`config.mk`:
```
export PLATFORM = sky130hd
export DESIGN_NAME = board_arbiter
export DESIGN_NICKNAME = d
export VERILOG_FILES = /design/src/rtl/board_pkg.sv /design/src/rtl/board_clear_seq.sv /design/src/rtl/board_arbiter.sv
export SDC_FILE = /design/constraint.sdc
export NUM_CORES = 1
export LEC_CHECK = 0
export ABC_AREA = 1
export BUFFER_PORTS_ARGS = -buffer_cell sky130_fd_sc_hd__buf_2
export CAP_MARGIN = 15
export CORE_AREA = 2 2 64 81
export DETAILED_ROUTE_END_ITERATION = 16
export DIE_AREA = 0 0 66 83
export GPL_TIMING_DRIVEN = 0
export HOLD_SLACK_MARGIN = 0.06
export PLACE_DENSITY = 0.64
export SLEW_MARGIN = 20
export SYNTH_ARGS = -nofsm -noshare
export SYNTH_HDL_FRONTEND = slang
export SYNTH_SLANG_ARGS = --single-unit
```
`constraint.sdc`:
```
create_clock -name clk -period 1.9 [get_ports clk]
set_clock_uncertainty 0.15 [all_clocks]
set_input_delay 0.095 -clock clk [delete_from_list [all_inputs] [get_ports clk]]
set_output_delay 0.095 -clock clk [all_outputs]
set_load 0.01 [all_outputs]
```
`src/rtl/board_pkg.sv`:
```
// Shared constants and types for the board RAM arbiter slice: geometry, cell
// codes, client ids and arbiter states.
package board_pkg;

    localparam int WIDTH  = 32;
    localparam int HEIGHT = 16;
    localparam int XW     = 5;
    localparam int YW     = 4;
    localparam int CW     = 4;

    typedef enum logic [3:0] {
        EMPTY = 4'b0000,
        RIGHT = 4'b0001,
        UP    = 4'b0010,
        LEFT  = 4'b0100,
        DOWN  = 4'b1000,
        APPLE = 4'b1111
    } cell_e;

    typedef enum logic [1:0] {
        OWN_NONE = 2'd0,
        OWN_VID  = 2'd1,
        OWN_GM   = 2'd2
    } owner_e;

    typedef enum logic {
        ARB   = 1'b0,
        CLEAR = 1'b1
    } arb_state_e;

endpackage

```
`src/rtl/board_clear_seq.sv`:
```
// Row-major x/y sweep counter used by the board clear engine.
module board_clear_seq
    import board_pkg::*;
(
    input  logic          clk,
    input  logic          rst,
    input  logic          load_i,
    input  logic          adv_i,
    output logic [XW-1:0] x_o,
    output logic [YW-1:0] y_o,
    output logic          last_o
);

    logic [XW-1:0] x_q;
    logic [XW-1:0] x_d;
    logic [YW-1:0] y_q;
    logic [YW-1:0] y_d;

    // Next sweep position: load restarts at the origin, advance walks row-major.
    always_comb begin
        x_d = x_q;
        y_d = y_q;
        if (load_i) begin
            x_d = '0;
            y_d = '0;
        end else if (adv_i) begin
            if (x_q == XW'(WIDTH - 1)) begin
                x_d = '0;
                y_d = y_q + YW'(1);
            end else begin
                x_d = x_q + XW'(1);
                y_d = y_q;
            end
        end else begin
            x_d = x_q;
            y_d = y_q;
        end
    end

    // Sweep position register.
    always_ff @(posedge clk) begin
        if (rst) begin
            x_q <= '0;
            y_q <= '0;
        end else begin
            x_q <= x_d;
            y_q <= y_d;
        end
    end

    assign x_o    = x_q;
    assign y_o    = y_q;
    assign last_o = (x_q == XW'(WIDTH - 1)) && (y_q == YW'(HEIGHT - 1));

endmodule

```
`src/rtl/board_arbiter.sv`:
```
// Shares the single-port board RAM between video scan, game logic and the
// built-in clear sweep; one access per cycle, reads return two cycles after grant.
module board_arbiter
    import board_pkg::*;
#(
    parameter int VID_MAX = 4
) (
    input  logic          clk,
    input  logic          rst,
    input  logic          vid_req_i,
    input  logic [XW-1:0] vid_x_i,
    input  logic [YW-1:0] vid_y_i,
    output logic          vid_gnt_o,
    output logic          vid_rvalid_o,
    output logic [CW-1:0] vid_rdata_o,
    input  logic          gm_req_i,
    input  logic          gm_we_i,
    input  logic [XW-1:0] gm_x_i,
    input  logic [YW-1:0] gm_y_i,
    input  logic [CW-1:0] gm_wdata_i,
    output logic          gm_gnt_o,
    output logic          gm_rvalid_o,
    output logic [CW-1:0] gm_rdata_o,
    input  logic          clr_start_i,
    output logic          clr_busy_o,
    output logic          clr_done_o,
    output logic [XW-1:0] ram_x_o,
    output logic [YW-1:0] ram_y_o,
    output logic [CW-1:0] ram_in_o,
    output logic          ram_rd_o,
    output logic          ram_wr_o,
    input  logic [CW-1:0] ram_out_i
);

    localparam int SW = $clog2(VID_MAX + 1);

    arb_state_e    state_q, state_d;
    logic [SW-1:0] starve_q, starve_d;
    logic          vid_gnt_s, gm_gnt_s, clr_wr_s, clr_load_s;
    logic [XW-1:0] clr_x_s;
    logic [YW-1:0] clr_y_s;
    logic          clr_last_s;
    owner_e        own_q;
    logic [XW-1:0] ram_x_q;
    logic [YW-1:0] ram_y_q;
    logic [CW-1:0] ram_in_q, vid_rdata_q, gm_rdata_q;
    logic          ram_rd_q, ram_wr_q, vid_rvalid_q, gm_rvalid_q, clr_done_q;

    board_clear_seq u_clear_seq (
        .clk    (clk),
        .rst    (rst),
        .load_i (clr_load_s),
        .adv_i  (clr_wr_s),
        .x_o    (clr_x_s),
        .y_o    (clr_y_s),
        .last_o (clr_last_s)
    );

    // FSM state and starvation counter register.
    always_ff @(posedge clk) begin
        if (rst) begin
            state_q  <= ARB;
            starve_q <= '0;
        end else begin
            state_q  <= state_d;
            starve_q <= starve_d;
        end
    end

    // Next state: clear is entered on start and left after the final cell write.
    always_comb begin
        state_d = state_q;
        case (state_q)
            ARB:     state_d = clr_start_i ? CLEAR : ARB;
            CLEAR:   state_d = (clr_wr_s && clr_last_s) ? ARB : CLEAR;
            default: state_d = ARB;
        endcase
    end

    // Grant decision; the starve counter only accumulates while the game waits.
    always_comb begin
        vid_gnt_s  = 1'b0;
        gm_gnt_s   = 1'b0;
        clr_wr_s   = 1'b0;
        clr_load_s = 1'b0;
        starve_d   = gm_req_i ? starve_q : '0;
        if (rst) begin
            starve_d = '0;
        end else begin
            case (state_q)
                ARB: begin
                    if (clr_start_i) begin
                        vid_gnt_s  = vid_req_i;
                        clr_load_s = 1'b1;
                    end else if (vid_req_i && !(gm_req_i && (starve_q == SW'(VID_MAX)))) begin
                        vid_gnt_s = 1'b1;
                        starve_d  = gm_req_i ? (starve_q + SW'(1)) : '0;
                    end else if (gm_req_i) begin
                        gm_gnt_s = 1'b1;
                        starve_d = '0;
                    end else begin
                        starve_d = '0;
                    end
                end
                CLEAR: begin
                    if (vid_req_i) begin
                        vid_gnt_s = 1'b1;
                    end else begin
                        clr_wr_s = 1'b1;
                    end
                end
                default: begin
                    starve_d = '0;
                end
            endcase
        end
    end

    // RAM command, owner pipeline and read-data capture.
    always_ff @(posedge clk) begin
        if (rst) begin
            ram_x_q      <= '0;
            ram_y_q      <= '0;
            ram_in_q     <= '0;
            ram_rd_q     <= 1'b0;
            ram_wr_q     <= 1'b0;
            own_q        <= OWN_NONE;
            vid_rvalid_q <= 1'b0;
            gm_rvalid_q  <= 1'b0;
            vid_rdata_q  <= '0;
            gm_rdata_q   <= '0;
            clr_done_q   <= 1'b0;
        end else begin
            ram_rd_q   <= vid_gnt_s | (gm_gnt_s & ~gm_we_i);
            ram_wr_q   <= clr_wr_s | (gm_gnt_s & gm_we_i);
            clr_done_q <= clr_wr_s & clr_last_s;
            if (vid_gnt_s) begin
                ram_x_q <= vid_x_i;
                ram_y_q <= vid_y_i;
                own_q   <= OWN_VID;
            end else if (gm_gnt_s) begin
                ram_x_q <= gm_x_i;
                ram_y_q <= gm_y_i;
                if (gm_we_i) begin
                    ram_in_q <= gm_wdata_i;
                    own_q    <= OWN_NONE;
                end else begin
                    own_q    <= OWN_GM;
                end
            end else if (clr_wr_s) begin
                ram_x_q  <= clr_x_s;
                ram_y_q  <= clr_y_s;
                ram_in_q <= EMPTY;
                own_q    <= OWN_NONE;
            end else begin
                own_q    <= OWN_NONE;
            end
            vid_rvalid_q <= (own_q == OWN_VID);
            gm_rvalid_q  <= (own_q == OWN_GM);
            if (own_q == OWN_VID) begin
                vid_rdata_q <= ram_out_i;
            end
            if (own_q == OWN_GM) begin
                gm_rdata_q <= ram_out_i;
            end
        end
    end

    assign vid_gnt_o    = vid_gnt_s;
    assign gm_gnt_o     = gm_gnt_s;
    assign vid_rvalid_o = vid_rvalid_q;
    assign vid_rdata_o  = vid_rdata_q;
    assign gm_rvalid_o  = gm_rvalid_q;
    assign gm_rdata_o   = gm_rdata_q;
    assign clr_busy_o   = (state_q == CLEAR);
    assign clr_done_o   = clr_done_q;
    assign ram_x_o      = ram_x_q;
    assign ram_y_o      = ram_y_q;
    assign ram_in_o     = ram_in_q;
    assign ram_rd_o     = ram_rd_q;
    assign ram_wr_o     = ram_wr_q;

endmodule

```
# After elaboration in Yosys (flattened, before gate mapping)
# Index checks and enable logic that the tools add are counted.
[classes]
n_mux = 36
n_addsub = 3
eq_ne = 6
n_bitwise = 9
n_reduce_logical = 11
[ops]
columns = ["cell", "n"]
rows = [
  ["4-bit 2-to-1 mux", 6],
  ["5-bit 2-to-1 mux", 4],
  ["1-bit 2-to-1 mux", 18],
  ["3-bit 2-to-1 mux", 5],
  ["5-bit by 1-bit adder with 5-bit output, second input constant", 1],
  ["5-bit == test, second input constant", 1],
  ["4-bit by 1-bit adder with 4-bit output, second input constant", 1],
  ["4-bit == test, second input constant", 1],
  ["1-bit logical AND", 4],
  ["1-bit NOT", 4],
  ["1-bit one-hot mux with 2 select lines", 2],
  ["3-bit by 1-bit adder with 3-bit output, second input constant", 1],
  ["1-bit bitwise AND", 3],
  ["3-bit == test, second input constant", 1],
  ["3-bit AND reduction", 1],
  ["3-bit nonzero test", 1],
  ["3-bit OR reduction", 1],
  ["2-bit by 1-bit == test with 1-bit output, second input constant", 1],
  ["2-bit == test, second input constant", 1],
  ["2-bit 2-to-1 mux", 1],
  ["2-bit inequality test, second input constant", 1],
  ["1-bit OR", 2],
  ["2-bit AND reduction", 1],
  ["2-bit nonzero test", 1],
  ["other kinds (2)", 2],
]
[totals]
reg_bits = 41

# Logic depth before layout (Yosys ltp)
[logic_depth]
ltp_word = 10
mapped_depth = 12
ltp_nobuf = 11

# Modules after synthesis
# From an unflattened synthesis, not the netlist that was laid out.
[unflattened]
cells_unflattened = 272
hier_area_um2 = 1980.6
[modules_own_cells]
columns = ["module", "seq_area_each_um2", "cells_each", "n_inst", "area_each_um2"]
rows = [
  ["board_arbiter", 640.6, 211, 1, 1476.4],
  ["board_clear_seq", 180.2, 61, 1, 504.2],
]

# Worst setup path after synthesis
# OpenSTA, ideal clock, no wires.
[synth_path]
path_type = "register to register"
from = "register u_clear_seq.x_q[0] (netlist: u_clear_seq.x_o[0])"
to = "register u_clear_seq.y_q[2] (netlist: u_clear_seq.y_o[2])"
synth_period_minus_slack_ps = 1577
n_path_buf = 0
path_slack_ps = 323
setup_ps = 70
stages_incl_launch_ff = 10
arrival_ps = 1357
required_time_ps = 1680
path_cell_list = "dfxtp_1 > ha_1 > inv_1 > nor3_1 > ha_1 > nand2_2 > inv_2 > nand2_1 > or2_0 > a21oi_1"
[synth_via]
elab_chain_cells = 2
[synth_lines]
columns = ["item", "line", "text"]
rows = [
  ["start: declaration", "board_clear_seq.sv:14", "logic [XW-1:0] x_q;"],
  ["start signal: assignment", "board_clear_seq.sv:43", "x_q <= '0;"],
  ["start signal: assignment", "board_clear_seq.sv:46", "x_q <= x_d;"],
  ["5-bit == test", "board_clear_seq.sv:27", "if (x_q == XW'(WIDTH - 1)) begin"],
  ["2-bit AND reduction (no source line)", "n/a", ""],
  ["end signal: assignment", "board_clear_seq.sv:47", "y_q <= y_d;"],
  ["end: declaration", "board_clear_seq.sv:16", "logic [YW-1:0] y_q;"],
]
# Every way passes these cells.
# A chain may end at the register's enable or synchronous reset.

# Worst setup path after layout
[layout_path]
from = "register starve_q[0]"
to = "output gm_gnt_o"
[layout_via]
elab_chain_cells = 8
[layout_lines]
columns = ["item", "line", "text"]
rows = [
  ["start: declaration", "board_arbiter.sv:38", "logic [SW-1:0] starve_q, starve_d;"],
  ["start signal: assignment", "board_arbiter.sv:66", "starve_q <= starve_d;"],
  ["3-bit == test", "board_arbiter.sv:95", "end else if (vid_req_i && !(gm_req_i && (starve_q == SW'(VID_MAX)))) begin"],
  ["1-bit logical AND", "board_arbiter.sv:95", ""],
  ["1-bit zero test", "board_arbiter.sv:95", ""],
  ["1-bit logical AND", "board_arbiter.sv:95", ""],
  ["1-bit 2-to-1 mux", "board_arbiter.sv:95", ""],
  ["1-bit 2-to-1 mux", "board_arbiter.sv:92", "if (clr_start_i) begin"],
  ["1-bit 2-to-1 mux", "board_arbiter.sv:90", "case (state_q)"],
  ["1-bit 2-to-1 mux", "board_arbiter.sv:87", "if (rst) begin"],
  ["end: declaration", "board_arbiter.sv:21", "output logic gm_gnt_o,"],
]
# Every way passes these cells.

==> flow_metrics.py <==
metrics = {
    "placed_design": {
        "placed_cell_area_um2": 2210,
        "portBuffers": 59,
        "gp_congestion": 0.832,
        "post-dp-hpwl_um": 3420,
    },
    "floorplanning": {
        "num_rows": 28,
        "pin_count": 61,
        "die_x_um": 66,
        "die_h_um": 83,
        "start_util_pct": 39.2,
        "core_um2": 4690,
        "dieArea_um2": 5480,
    },
    "yosys": {
        "syn_nets": 300,
        "ys_types": 21,
        "synth-async-reset-ratio_pct": 0,
        "synth_warnings": 0,
        "synth_area_um2": 1840,
        "synth-edff-count": 0,
        "ys_seq_area_share_pct": 44.6,
        "synth.avg_cell_area_um2": 7.00,
        "synth_cells": 263,
        "synth_flop_cell": "dfxtp_1",
        "ys_ff_latch": 41,
    },
    "layout": {
        "seqCellArea_um2": 826,
        "fin_nets": 387,
        "antennaDiodeCount": 0,
        "area_delta_synth_final_pct": 40.2,
        "drive_gt1_share_pct": 26.2,
        "fillers": 497,
        "multiInputGateArea_um2": 867,
        "fin_area_um2": 2580,
    },
    "route": {
        "wire_per_inst_um": 11.3,
        "antenna_left": 0,
        "viasPerCell": 4.56,
        "vias": 1875,
        "firstDrtPassIters": 4,
        "drtIter0Drc": 95,
        "drc": 0,
        "totalWireLength_um": 4640,
    },
    "critical_path": {
        "cp_slowest_cell": "dfxtp_2",
        "critPathLaunchType": "flip-flop",
        "path_cells": "inv_1, ha_1, nand3_1, nand2_1, nand2_4, buf_6, inv_1, buf_2",
        "critPathLaunch": "starve_q[0]",
        "reg2reg_depth": 9,
        "path_buf_inv": 4,
        "arrival_ps": 1540,
        "crit_fanout": 10,
        "crit_required_ps": 1650,
        "crit_top_cell": "inv_1",
        "crit_path_max_incr_delay_ps": 340,
        "r2r_start": "u_clear_seq.x_o[0]",
        "crit_family": "buffers and inverters",
        "critPathKind": "reg2out",
        "crit_cells": 8,
        "worstSetupEndpointType": "primary output",
    },
    "global_routing": {
        "grt_pass1_vias": 1870,
        "grt_overflow": 0,
        "grt_usage_pct": 17.9,
        "grt_max_degree": 15,
        "grt_use_met3_pct": 4.34,
        "grt_pass1_wl_um": 7780,
        "busiest_layer": "met2",
        "antenna_found_initial": 0,
        "grt_use_met2_pct": 32.1,
        "gr-usage-met1_pct": 20.1,
    },
    "clock_network": {
        "cts_root_buf": "clkbuf_8",
        "cts.sinks": 41,
        "cts-htree-levels": 2,
        "cts_inserted_buffers": 5,
        "cts_buffer_depth": 2,
        "cts_tree": "yes",
        "clk_latency_ps": 290,
        "cts.clk_slew.worst_paths_ps": 80,
    },
    "min_path": {
        "min_from": "gm_x_i[0]",
        "worstHoldPathCells": 7,
        "hold_path_class": "in2reg",
    },
    "sta": {
        "slew_headroom_pct": 68.6,
        "fin_crit_sh_pct": 93.8,
        "worstMarginPinSlew_ps": 470,
        "hold_viol": 0,
        "slew_violations": 0,
        "setup_violations": 0,
        "fin_crit_ps": 1780,
        "max_freq_mhz": 561,
    },
    "power_and_ir_drop": {
        "vdd_ir_drop_max_v": 0.000459,
        "p_leak_nw": 1.36,
        "p_per_area_nw_per_um2": 762,
        "total_power_mw": 1.97,
    },
    "flow_run": {
        "max_cap_violations": 0,
    },
    "run_status": {
        "outcome": "completed",
    },
}
-- cells by family (layout without fill, tap and decap cells) --
kind of cell | Yosys count | after routing | share of synthesized area (%)
DFF | 41 | 41 | 44.6
xor gates and xnor gates | 1 | 1 | 0.476
buffers and inverters | 40 | 128 | 8.90
adders and majority gates | 5 | 5 | 3.40
AOI/OAI and AO/OA | 26 | 26 | 7.13
and+or+nand+nor | 150 | 150 | 35.5
-- worst paths after layout --
| path | slack (ps) | end |
|---|---|---|
| setup / recovery | 120 | gm_gnt_o |
| hold / removal | 90 | ram_x_o[0] |
| setup reg to reg | 190 | u_clear_seq.y_o[2] |
| hold reg to reg | 310 | ram_in_o[3] |
-- synthesized netlist by cell type (2+ instances only) --
library cell	instances	share of area, %
nor3_1	5	1.4
inv_2	5	1.0
nand2_2	3	1.0
a21oi_1	9	2.4
o21ai_0	16	4.3
or2_0	2	0.68
inv_1	28	5.7
nor2_1	36	7.3
ha_1	5	3.4
nor2_2	2	0.68
nand3_1	36	9.8
dfxtp_1	41	45
buf_2	5	1.4
nand2_1	63	13
-- worst reg2reg max path: cells and delay by family, from the launching register on --
kind                       cells  cell delay, ps
buffers and inverters          2             140
AOI/OAI and AO/OA              1             110
adders and majority gates      2             370
and+or+nand+nor                4             510
DFF                            1             370
-- area by class of cell --
class | count | area share, %
Tap cell | 60 | 2.91
Buffer | 7 | 1.84
Multi-Input combinational cell | 182 | 33.6
Clock inverter | 3 | 2.66
Clock buffer | 5 | 2.66
Sequential cell | 41 | 32.0
Timing Repair Buffer | 80 | 19.6
Inverter | 33 | 4.80
-- cell usage in the layout, fill, tap and decap left out --
cell type and count:
dfxtp_1 37, bufinv_16 2, nor2_2 2, nand2_1 63, nand2_4 2, nand4_1 1
buf_6 2, nor3_4 1, a31oi_1 1, nor3_1 5, ha_1 5, inv_6 1
clkbuf_8 5, nand3_2 1, o21ai_0 16, or2_0 2, inv_2 6, clkbuf_2 1
nand2_2 2, nand3_1 35, nor2_1 36, buf_2 63, xor2_1 1, dlygate4sd3_1 21
dfxtp_2 4, inv_1 27, a21oi_1 9
-- registers in the layout, summed over array words and instances, names as in the netlist --
signal           count
gm_rdata_o           4
starve_q             3
gm_rvalid_o          1
clr_done_o           1
own_q                2
vid_rdata_o          4
ram_y_o              4
clr_busy_o           1
ram_x_o              5
ram_rd_o             1
ram_in_o             4
u_clear_seq.x_o      5
vid_rvalid_o         1
ram_wr_o             1
u_clear_seq.y_o      4
-- stage by stage --
stage	setup TNS, ps	worst slack [ps]	cells	hold slack, ps	utilization, %
after floorplan	0	323	263	17.4	-
after global placement	0	138	382	152	47.1
after detailed placement	0	100	382	155	47.1
after CTS	0	15.9	411	81.1	54.6
after global routing	-5.32	-5.32	411	129	55.0
final	0	119	411	85.9	55.0
-- timing repair --
action | in CTS | in global routing
buffers inserted | 0 | 0
endpoints found under the setup margin | 2 | 14
pin swaps | 0 | 1
endpoints found under the hold margin | 29 | 0
gates cloned | 0 | 0
gates resized for setup | 2 | 9
hold buffers | 21 | 0
-- where the power goes --
group	switching (mW)	leakage, nW	internal [mW]
clock network	0.317	0.0687	0.529
logic	0.120	0.952	0.104
registers	0.0127	0.336	0.885
total	0.450	1.36	1.52
-- layer usage --
layer,vias up,wire (um),share of wire [%]
met5,-,0,0
met4,0,77,1.7
met3,8,201,4.3
met2,47,2380,51
met1,813,1980,43
li1,1007,-,-
No activity file was read; power rests on OpenSTA's default activity.
